**src/rtl/branch_ex.sv**
```systemverilog
// Branch execute stage: resolves branches/jumps, pulses a fetch redirect, squashes
// the wrong-path window and registers the jump link write. Counters under BRANCH_STATS_EN.
module branch_ex #(
  parameter int FLUSH_CYCLES = 2
) (
  input  logic        clk,
  input  logic        rst,
  input  logic        stall,
  input  logic        is_nop_in,
  input  logic        is_jmp_in,
  input  logic        is_imm_type_in,
  input  logic        zero_ext_in,
  input  logic [1:0]  op_in,
  input  logic [4:0]  rd_in,
  input  logic [19:0] imm_in,
  input  logic [31:0] pc_in,
  input  logic [31:0] rs1_val,
  input  logic [31:0] rs2_val,
  output logic        redirect_valid,
  output logic [31:0] redirect_pc,
  output logic        flush,
  output logic        wb_en,
  output logic [4:0]  wb_rd,
  output logic [31:0] wb_data,
  output logic [31:0] stat_taken,
  output logic [31:0] stat_resolved
);

  typedef enum logic {RUN, SQUASH} state_t;

  state_t      state, state_next;
  logic [2:0]  count, count_next;
  logic [31:0] ext, target;
  logic        cond, taken, valid;

  always_comb begin
    ext = zero_ext_in ? {12'b0, imm_in} : {{12{imm_in[19]}}, imm_in};
    if (is_imm_type_in) target = (rs1_val + ext) & 32'hFFFF_FFFC;
    else                target = pc_in + (ext << 2);
  end

  always_comb begin
    cond = 1'b0;
    case (op_in)
      2'b00: cond = (rs1_val == rs2_val);
      2'b01: cond = (rs1_val != rs2_val);
      2'b10: cond = zero_ext_in ? (rs1_val < rs2_val) : ($signed(rs1_val) < $signed(rs2_val));
      2'b11: cond = zero_ext_in ? (rs1_val >= rs2_val) : ($signed(rs1_val) >= $signed(rs2_val));
      default: cond = 1'b0;
    endcase
  end

  assign taken = is_jmp_in | cond;
  assign valid = !is_nop_in && !stall && (state == RUN);
  assign flush = (state == SQUASH);

  always_comb begin
    state_next = state;
    count_next = count;
    case (state)
      RUN: begin
        if (valid && taken) begin
          state_next = SQUASH;
          count_next = 3'(FLUSH_CYCLES);
        end
      end
      SQUASH: begin
        // only non-stalled edges consume the squash window
        if (!stall) begin
          if (count == 3'd1) begin
            state_next = RUN;
            count_next = 3'd0;
          end else begin
            count_next = count - 3'd1;
          end
        end
      end
      default: begin
        state_next = RUN;
        count_next = 3'd0;
      end
    endcase
  end

  always_ff @(posedge clk or posedge rst) begin
    if (rst) begin
      state <= RUN;
      count <= 3'd0;
    end else begin
      state <= state_next;
      count <= count_next;
    end
  end

  // redirect pulse is recomputed every edge, so it drops even while stalled
  always_ff @(posedge clk or posedge rst) begin
    if (rst) begin
      redirect_valid <= 1'b0;
      redirect_pc    <= 32'd0;
    end else begin
      redirect_valid <= valid && taken;
      if (valid && taken) redirect_pc <= target;
    end
  end

  always_ff @(posedge clk or posedge rst) begin
    if (rst) begin
      wb_en   <= 1'b0;
      wb_rd   <= 5'd0;
      wb_data <= 32'd0;
    end else if (!stall) begin
      if (valid && is_jmp_in && (rd_in != 5'd0)) begin
        wb_en   <= 1'b1;
        wb_rd   <= rd_in;
        wb_data <= pc_in + 32'd4;
      end else begin
        wb_en <= 1'b0;
      end
    end
  end

`ifdef BRANCH_STATS_EN
  always_ff @(posedge clk or posedge rst) begin
    if (rst) begin
      stat_taken    <= 32'd0;
      stat_resolved <= 32'd0;
    end else if (valid) begin
      if (stat_resolved != 32'hFFFF_FFFF) stat_resolved <= stat_resolved + 32'd1;
      if (taken && stat_taken != 32'hFFFF_FFFF) stat_taken <= stat_taken + 32'd1;
    end
  end
`else
  assign stat_taken    = 32'd0;
  assign stat_resolved = 32'd0;
`endif

endmodule

```
**config.mk**
```make
export PLATFORM = sky130hd
export DESIGN_NAME = branch_ex
export DESIGN_NICKNAME = d
export VERILOG_FILES = /design/src/rtl/branch_ex.sv
export SDC_FILE = /design/constraint.sdc
export NUM_CORES = 1
export LEC_CHECK = 0
export ABC_AREA = 1
export BUFFER_PORTS_ARGS = -buffer_cell sky130_fd_sc_hd__buf_2
export CAP_MARGIN = 25
export CORE_ASPECT_RATIO = 1.1
export CORE_UTILIZATION = 45
export DETAILED_ROUTE_END_ITERATION = 6
export PLACE_DENSITY_LB_ADDON = 0.3
export SYNTH_ARGS = -nofsm -noshare
export SYNTH_HDL_FRONTEND = slang
export SYNTH_SLANG_ARGS = --single-unit
```
**constraint.sdc**
```tcl
create_clock -name clk -period 2.3 [get_ports clk]
set_input_delay 0.345 -clock clk [delete_from_list [all_inputs] [get_ports clk]]
set_output_delay 0.345 -clock clk [all_outputs]
set_load 0.02 [all_outputs]
```
==> results of run 1 <==
registers in the layout, summed over array words and instances, names as in the netlist:
name and flops:
wb_rd 5, count 3, redirect_valid 1, wb_en 1
flush 1, redirect_pc 32, wb_data 32
routing by layer:
metal  vias up  global-route usage (%)
li1       5214                       -
met1      4670                    36.1
met2       360                    51.5
met3        72                    2.35
met4         0                    15.2
met5         -                       0
logic make-up (layout without fill, tap and decap cells):
group           count (synthesis)  count (layout)  synth area share [%]
simple gates                  626             626                  30.0
compound gates                274             274                  17.2
buf+inv                       260             620                  14.2
fa+ha+maj                      95              95                  13.7
flops                          75              75                  21.5
xor+xnor                       32              32                  3.21
other cells                     1              64                0.0429
mux                             1               1                 0.129
cell type report:
cell class              instances  area [sq um]
fillers                      1799          7170
well taps                     247           309
repair buffers                427          2770
flip-flops and latches         75          1880
inverters                     177           664
clock buffers                   9           225
clock inverters                 7          82.6
multi-input cells            1092          5930
final timing paths:
path | start | endpoint | slack [ns] | cells after the start
min in group clk | rd_in[2] | wb_rd[2]$_DFFE_PP0P_ | 0.21 | 3
worst min register to register | wb_data[24]$_DFFE_PP0P_ | wb_data[24]$_DFFE_PP0P_ | 0.47 | 2
max in group asynchronous | rst | redirect_pc[7]$_DFFE_PP0P_ | 1.90 | 3
worst min-delay path | rst | redirect_pc[25]$_DFFE_PP0P_ | 0.1 | 3
worst max-delay path | imm_in[19] | redirect_pc[29]$_DFFE_PP0P_ | 0.15 | 16
worst max register to register | flush$_DFF_PP0_ | wb_data[9]$_DFFE_PP0P_ | 0.68 | 7
power by group through the flow:
stage / registers [mW] / clock network [mW] / logic, mW
6_report: 2.30 / 1.49 / 4.28
2_1_floorplan: 3.05 / 0 / 1.77
3_3_place_gp: 2.31 / 0 / 4.14
3_5_place_dp: 2.32 / 0 / 4.23
5_1_grt: 2.37 / 1.56 / 4.74
4_1_cts: 2.30 / 1.50 / 4.25
layout by cell type, fill, tap and decap left out, drive strengths merged, types with 4 or more instances in the layout:
cell    instances
a21o           16
inv           180
xor2           23
buf           426
o21a            5
xnor2           9
a31oi          18
ha             94
dfrtp          75
conb           64
nand4          17
nor4           12
nand2         402
a21oi         107
nor2          103
nor3           21
o21bai          6
nand3          60
o21ai         108
o31ai           4
clkbuf         10
critical path, delay by kind of cell:
kind,cells,cell delay [ns]
adder cells (fa/ha/maj),1,0.29
AND/OR/NAND/NOR,5,0.35
buffers and inverters,4,0.48
AO/OA/AOI/OAI,6,0.96
through the flow:
stage	setup WS [ns]	cells	hold WS [ns]
after global routing	-0.0348	2034	0.139
final	0.153	2034	0.0957
after global placement	-0.221	2015	0.457
after CTS	0.104	2031	0.103
after detailed placement	-0.251	2015	0.460
after floorplan	0.0450	1427	0.455
timing repair:
| item | in CTS | in global routing |
|---|---|---|
| resized for setup | 0 | 19 |
| setup buffers | 0 | 2 |
| hold endpoints to repair | 0 | 0 |
| endpoints found under the setup margin | 0 | 35 |
==> impl_metrics.ini, run 1 <==
[power_and_ir_drop]
switchingPower_mw = 3.60
pwr-share-clk_pct = 18.4
p_leak_nw = 6.83
worst_ir_drop_vdd_mv = 0.546
power_frac_seq_pct = 28.5
p_int_mw = 4.46
switching_share_pct = 44.7
combinationalPowerShare_pct = 53.1
p_per_area_nw_per_um2 = 680
power_mw = 8.07

[grt]
grt_pass1_vias = 9816
grt_usage_pct = 29.5
antenna_found_initial = 0
grt_max_degree = 76
grt_pass1_wl_mm = 46.5
grt_overflow = 0

[timing]
fmax_mhz = 466
period_minus_slack_ns = 2.15
timing_hold_violations_final = 0
tightestPinTransition_ns = 0.592
finClkSkew_ns = 0.00899
setup_violations = 0
slew_headroom_pct = 60.1
min_period_over_period_pct = 93.4
setup_tns_ns = 0
slew_viol_final = 0

[detailed_routing]
wl_per_cell_um = 14.3
via_per_inst = 5.07
wl_met1_mm = 12.4
vias = 10300
routed_wl_mm = 29.0
met3WireLength_mm = 1.41
ant_nets = 0
drc = 0
highest_layer = met4
drt-initial-drc-count = 601
route.met2.wl_mm = 13.8
drtPass1Iterations = 6

[logic_synthesis]
syn_area_per_cell_sq_um = 6.40
synth_top_cell_by_area = dfrtp_1
synth.most_common_cell = nand2_1
netlist_top_cells_area = dfrtp_1 (21%), nand2_1 (17%), ha_1 (13%), inv_1 (7.5%), a21oi_1 (6.1%)
synth_ff_type = dfrtp_1
synth_top_area_share_pct = 21.5
synth_edf_count = 0
synth-seq-area-share_pct = 21.5
synth_seq_cells = 75
synth_cells = 1364
synth.distinct_cells = 48
syn_area_sq_um = 8730
yosysWarnings = 0
synthArstFlopShare_pct = 100
synthTopCellsByCount = nand2_1 (397), inv_1 (175), a21oi_1 (107)

[critical_path]
cp_cell_sequence = buf_2, inv_1, nor2_4, buf_4, ha_1, a21o_1, buf_4, a31oi_2, o211ai_1, a21oi_1, nand2_1, a21oi_1, o21ai_0, nand2_1, nand2_1, nand2_1
setup.worst_path.class = in -> reg
cp.required_ns = 2.58
crit_path_start_kind = input pin
cp_slowest_stage_delay_ns = 0.29
cpMostUsedCell = nand2_1
critPathSlowestCell = ha_1
cp.arrival_ns = 2.43
end_kind = flip-flop
cp_max_fo = 4

[cts]
cts_hold_buf = 0
clock_latency_ns = 0.35
cts_buffers = 9
cts_max_level = 3
root_buffer = clkbuf_16
clk_pin_slew_ns = 0.07
cts_tree = yes
cts_sinks = 75
clock_tree.buffer_depth = 2

[floorplan]
core_sq_um = 19000
die_h_um = 148
initial_core_util_pct = 45.9
die_area_sq_um = 20000
rows = 53
io_pins = 266
chipWidth_um = 135

[hold_path]
hold_class = in -> async

[layout]
drive_above_1_share_pct = 26.9
synthToLayoutAreaGrowth_pct = 35.8
final_cell_area_sq_um = 11900
fin_nets = 2007
diodes = 0
fin_util_pct = 62.3

[place]
gp_congestion = 1.01
numPortBuffers = 201
post_dp_cell_area_sq_um = 11400
hpwl_mm = 24.5

[run]
drv_cap = 0

[status]
status = complete, no violations
Power figures use the tool's default switching activity.
==> inputs of run 2 (changes only) <==
Settings changed: BUFFER_PORTS_ARGS -buffer_cell sky130_fd_sc_hd__buf_2 to -buffer_cell sky130_fd_sc_hd__buf_4.
Clock period 2.3 ns to 2.2 ns, I/O delays scaled along.
==> impl_metrics.ini, run 2 (synthesis gave the netlist of run 1 again) <==
[cts]
cts_buffers = 9
clk_pin_slew_ns = 0.06
cts_max_level = 3
clock_latency_ns = 0.34
clock_tree.buffer_depth = 2
cts_sinks = 75
cts_tree = yes
root_buffer = clkbuf_16

[layout]
mostFrequentLayoutCells = buf_4 (439), nand2_1 (393), inv_1 (174), a21oi_1 (101), o21ai_0 (93)
fillCellCount = 1728
final_cell_area_sq_um = 12600
multi_input_area_sq_um = 6050
regArea_sq_um = 1880
drive_above_1_share_pct = 29.0
synthToLayoutAreaGrowth_pct = 44.6
diodes = 0
reg_top3 = redirect_pc: 32 flops, wb_data: 32 flops, wb_rd: 5 flops
fin_nets = 2026
layout_commonest_cell = buf_4

[timing]
timing_hold_violations_final = 0
setup_ws_ns = 0.0678
tightestPinTransition_ns = 0.652
min_period_over_period_pct = 96.9
finClkSkew_ns = 0.00897
period_minus_slack_ns = 2.13
slew_viol_final = 0
slew_headroom_pct = 56.5
setup_violations = 0
rsz0062_at_grt = yes
fmax_mhz = 469

[place]
gp_congestion = 0.965
post-place-ws_ns = -0.529
hpwl_mm = 26.1
post_dp_cell_area_sq_um = 12000
numPortBuffers = 201

[critical_path]
cp.required_ns = 2.49
critPathSlowestCell = ha_2
setup.worst_path.class = in -> reg
cp_cell_sequence = buf_4, inv_1, nor2_4, buf_6, ha_2, a21oi_2, o21a_1, nor2_1, nor4_2, nand2_1, nand2_1, nand3_1, nand2_1, nand2_1, nand2_1
cp_max_fo = 9
cp.arrival_ns = 2.42
cpMostUsedCell = nand2_1
end_kind = flip-flop
cp_slowest_stage_delay_ns = 0.33
crit_path_start_kind = input pin

[floorplan]
core_sq_um = 19000
initial_core_util_pct = 45.9
chipWidth_um = 135
die_area_sq_um = 20000
io_pins = 266
die_h_um = 148
rows = 53

[grt]
grt_max_degree = 52
antenna_found_initial = 0
grt_pass1_wl_mm = 48.3
grt_usage_pct = 30.9
grt_pass1_vias = 10100
grt_overflow = 0

[detailed_routing]
drt-initial-drc-count = 618
drc = 0
drtPass1Iterations = 7
routed_wl_mm = 31.1
vias = 10500
wl_per_cell_um = 15.2
via_per_inst = 5.10
ant_nets = 0

[power_and_ir_drop]
power_mw = 9.14
p_per_area_nw_per_um2 = 724
p_leak_nw = 7.09
worst_ir_drop_vdd_mv = 0.627

[run]
drv_cap = 0

[hold_path]
hold_class = in -> reg

[status]
status = complete, no violations
[run 2: changes by cell type in the layout (fill, tap and decap cells not counted), sizes merged]
cell,before,now
buf,426,445
dlygate4sd3,0,1
bufinv,1,2
inv,180,178
[run 2: critical path, delay by kind of cell]
kind                       cells  cell delay [ns]
adders and majority gates      1             0.33
AOI/OAI and AO/OA              2             0.44
buffers and inverters          3             0.31
and+or+nand+nor                9             1.00
[run 2: timing repair]
item,4_1_cts,5_1_grt
setup endpoints to repair,37,36
pin swaps,0,6
hold buffers,1,0
gates resized for setup,4,57
setup buffers,0,5
hold endpoints to repair,7,0
[run 2: layout make-up]
class                   instances  share of cell area, %
multi-input cells            1092                   47.9
clock buffers                  10                   1.89
clock inverters                 6                  0.763
repair buffers                446                   26.8
inverters                     177                   5.31
flip-flops and latches         75                   14.9
well taps                     247                   2.45
[run 2: metrics by stage]
stage	utilization [%]	hold slack (ns)	cells	TNS, ns
floorplan	-	0.440	1427	0
global route	66.3	0.212	2053	-0.308
detailed placement	63.2	0.263	2031	-18.14
finish	66.3	0.195	2053	0
CTS	65.1	0.197	2048	0
global placement	63.2	0.259	2031	-17.03
[run 2: worst paths after layout]
check                                startpoint                     endpoint  slack [ns]  depth (start not counted)
max                                  imm_in[19]  redirect_pc[28]$_DFFE_PP0P_        0.07                         15
min                                    rd_in[2]         wb_rd[2]$_DFFE_PP0P_        0.19                          3
max reg2reg                     flush$_DFF_PP0_      wb_data[24]$_DFFE_PP0P_        0.35                          7
min reg2reg                wb_rd[4]$_DFFE_PP0P_         wb_rd[4]$_DFFE_PP0P_        0.48                          2
max in group asynchronous                   rst  redirect_pc[24]$_DFFE_PP0P_        1.08                          4
min in group asynchronous                   rst       wb_data[0]$_DFFE_PP0P_        0.45                          3
[run 2: where the power goes]
part / switching [mW] / internal (mW) / leakage [nW]
Combinational: 2.84 / 2.18 / 5.99
Clock: 0.627 / 1.04 / 0.161
Sequential: 0.420 / 2.04 / 0.935
Total: 3.89 / 5.25 / 7.09
[run 2: layer usage]
metal | GRT usage [%] | wire length, um
met5 | 0 | 0
met4 | 16.7 | 1730
met3 | 2.66 | 1680
met2 | 56.2 | 15300
met1 | 35.7 | 12400
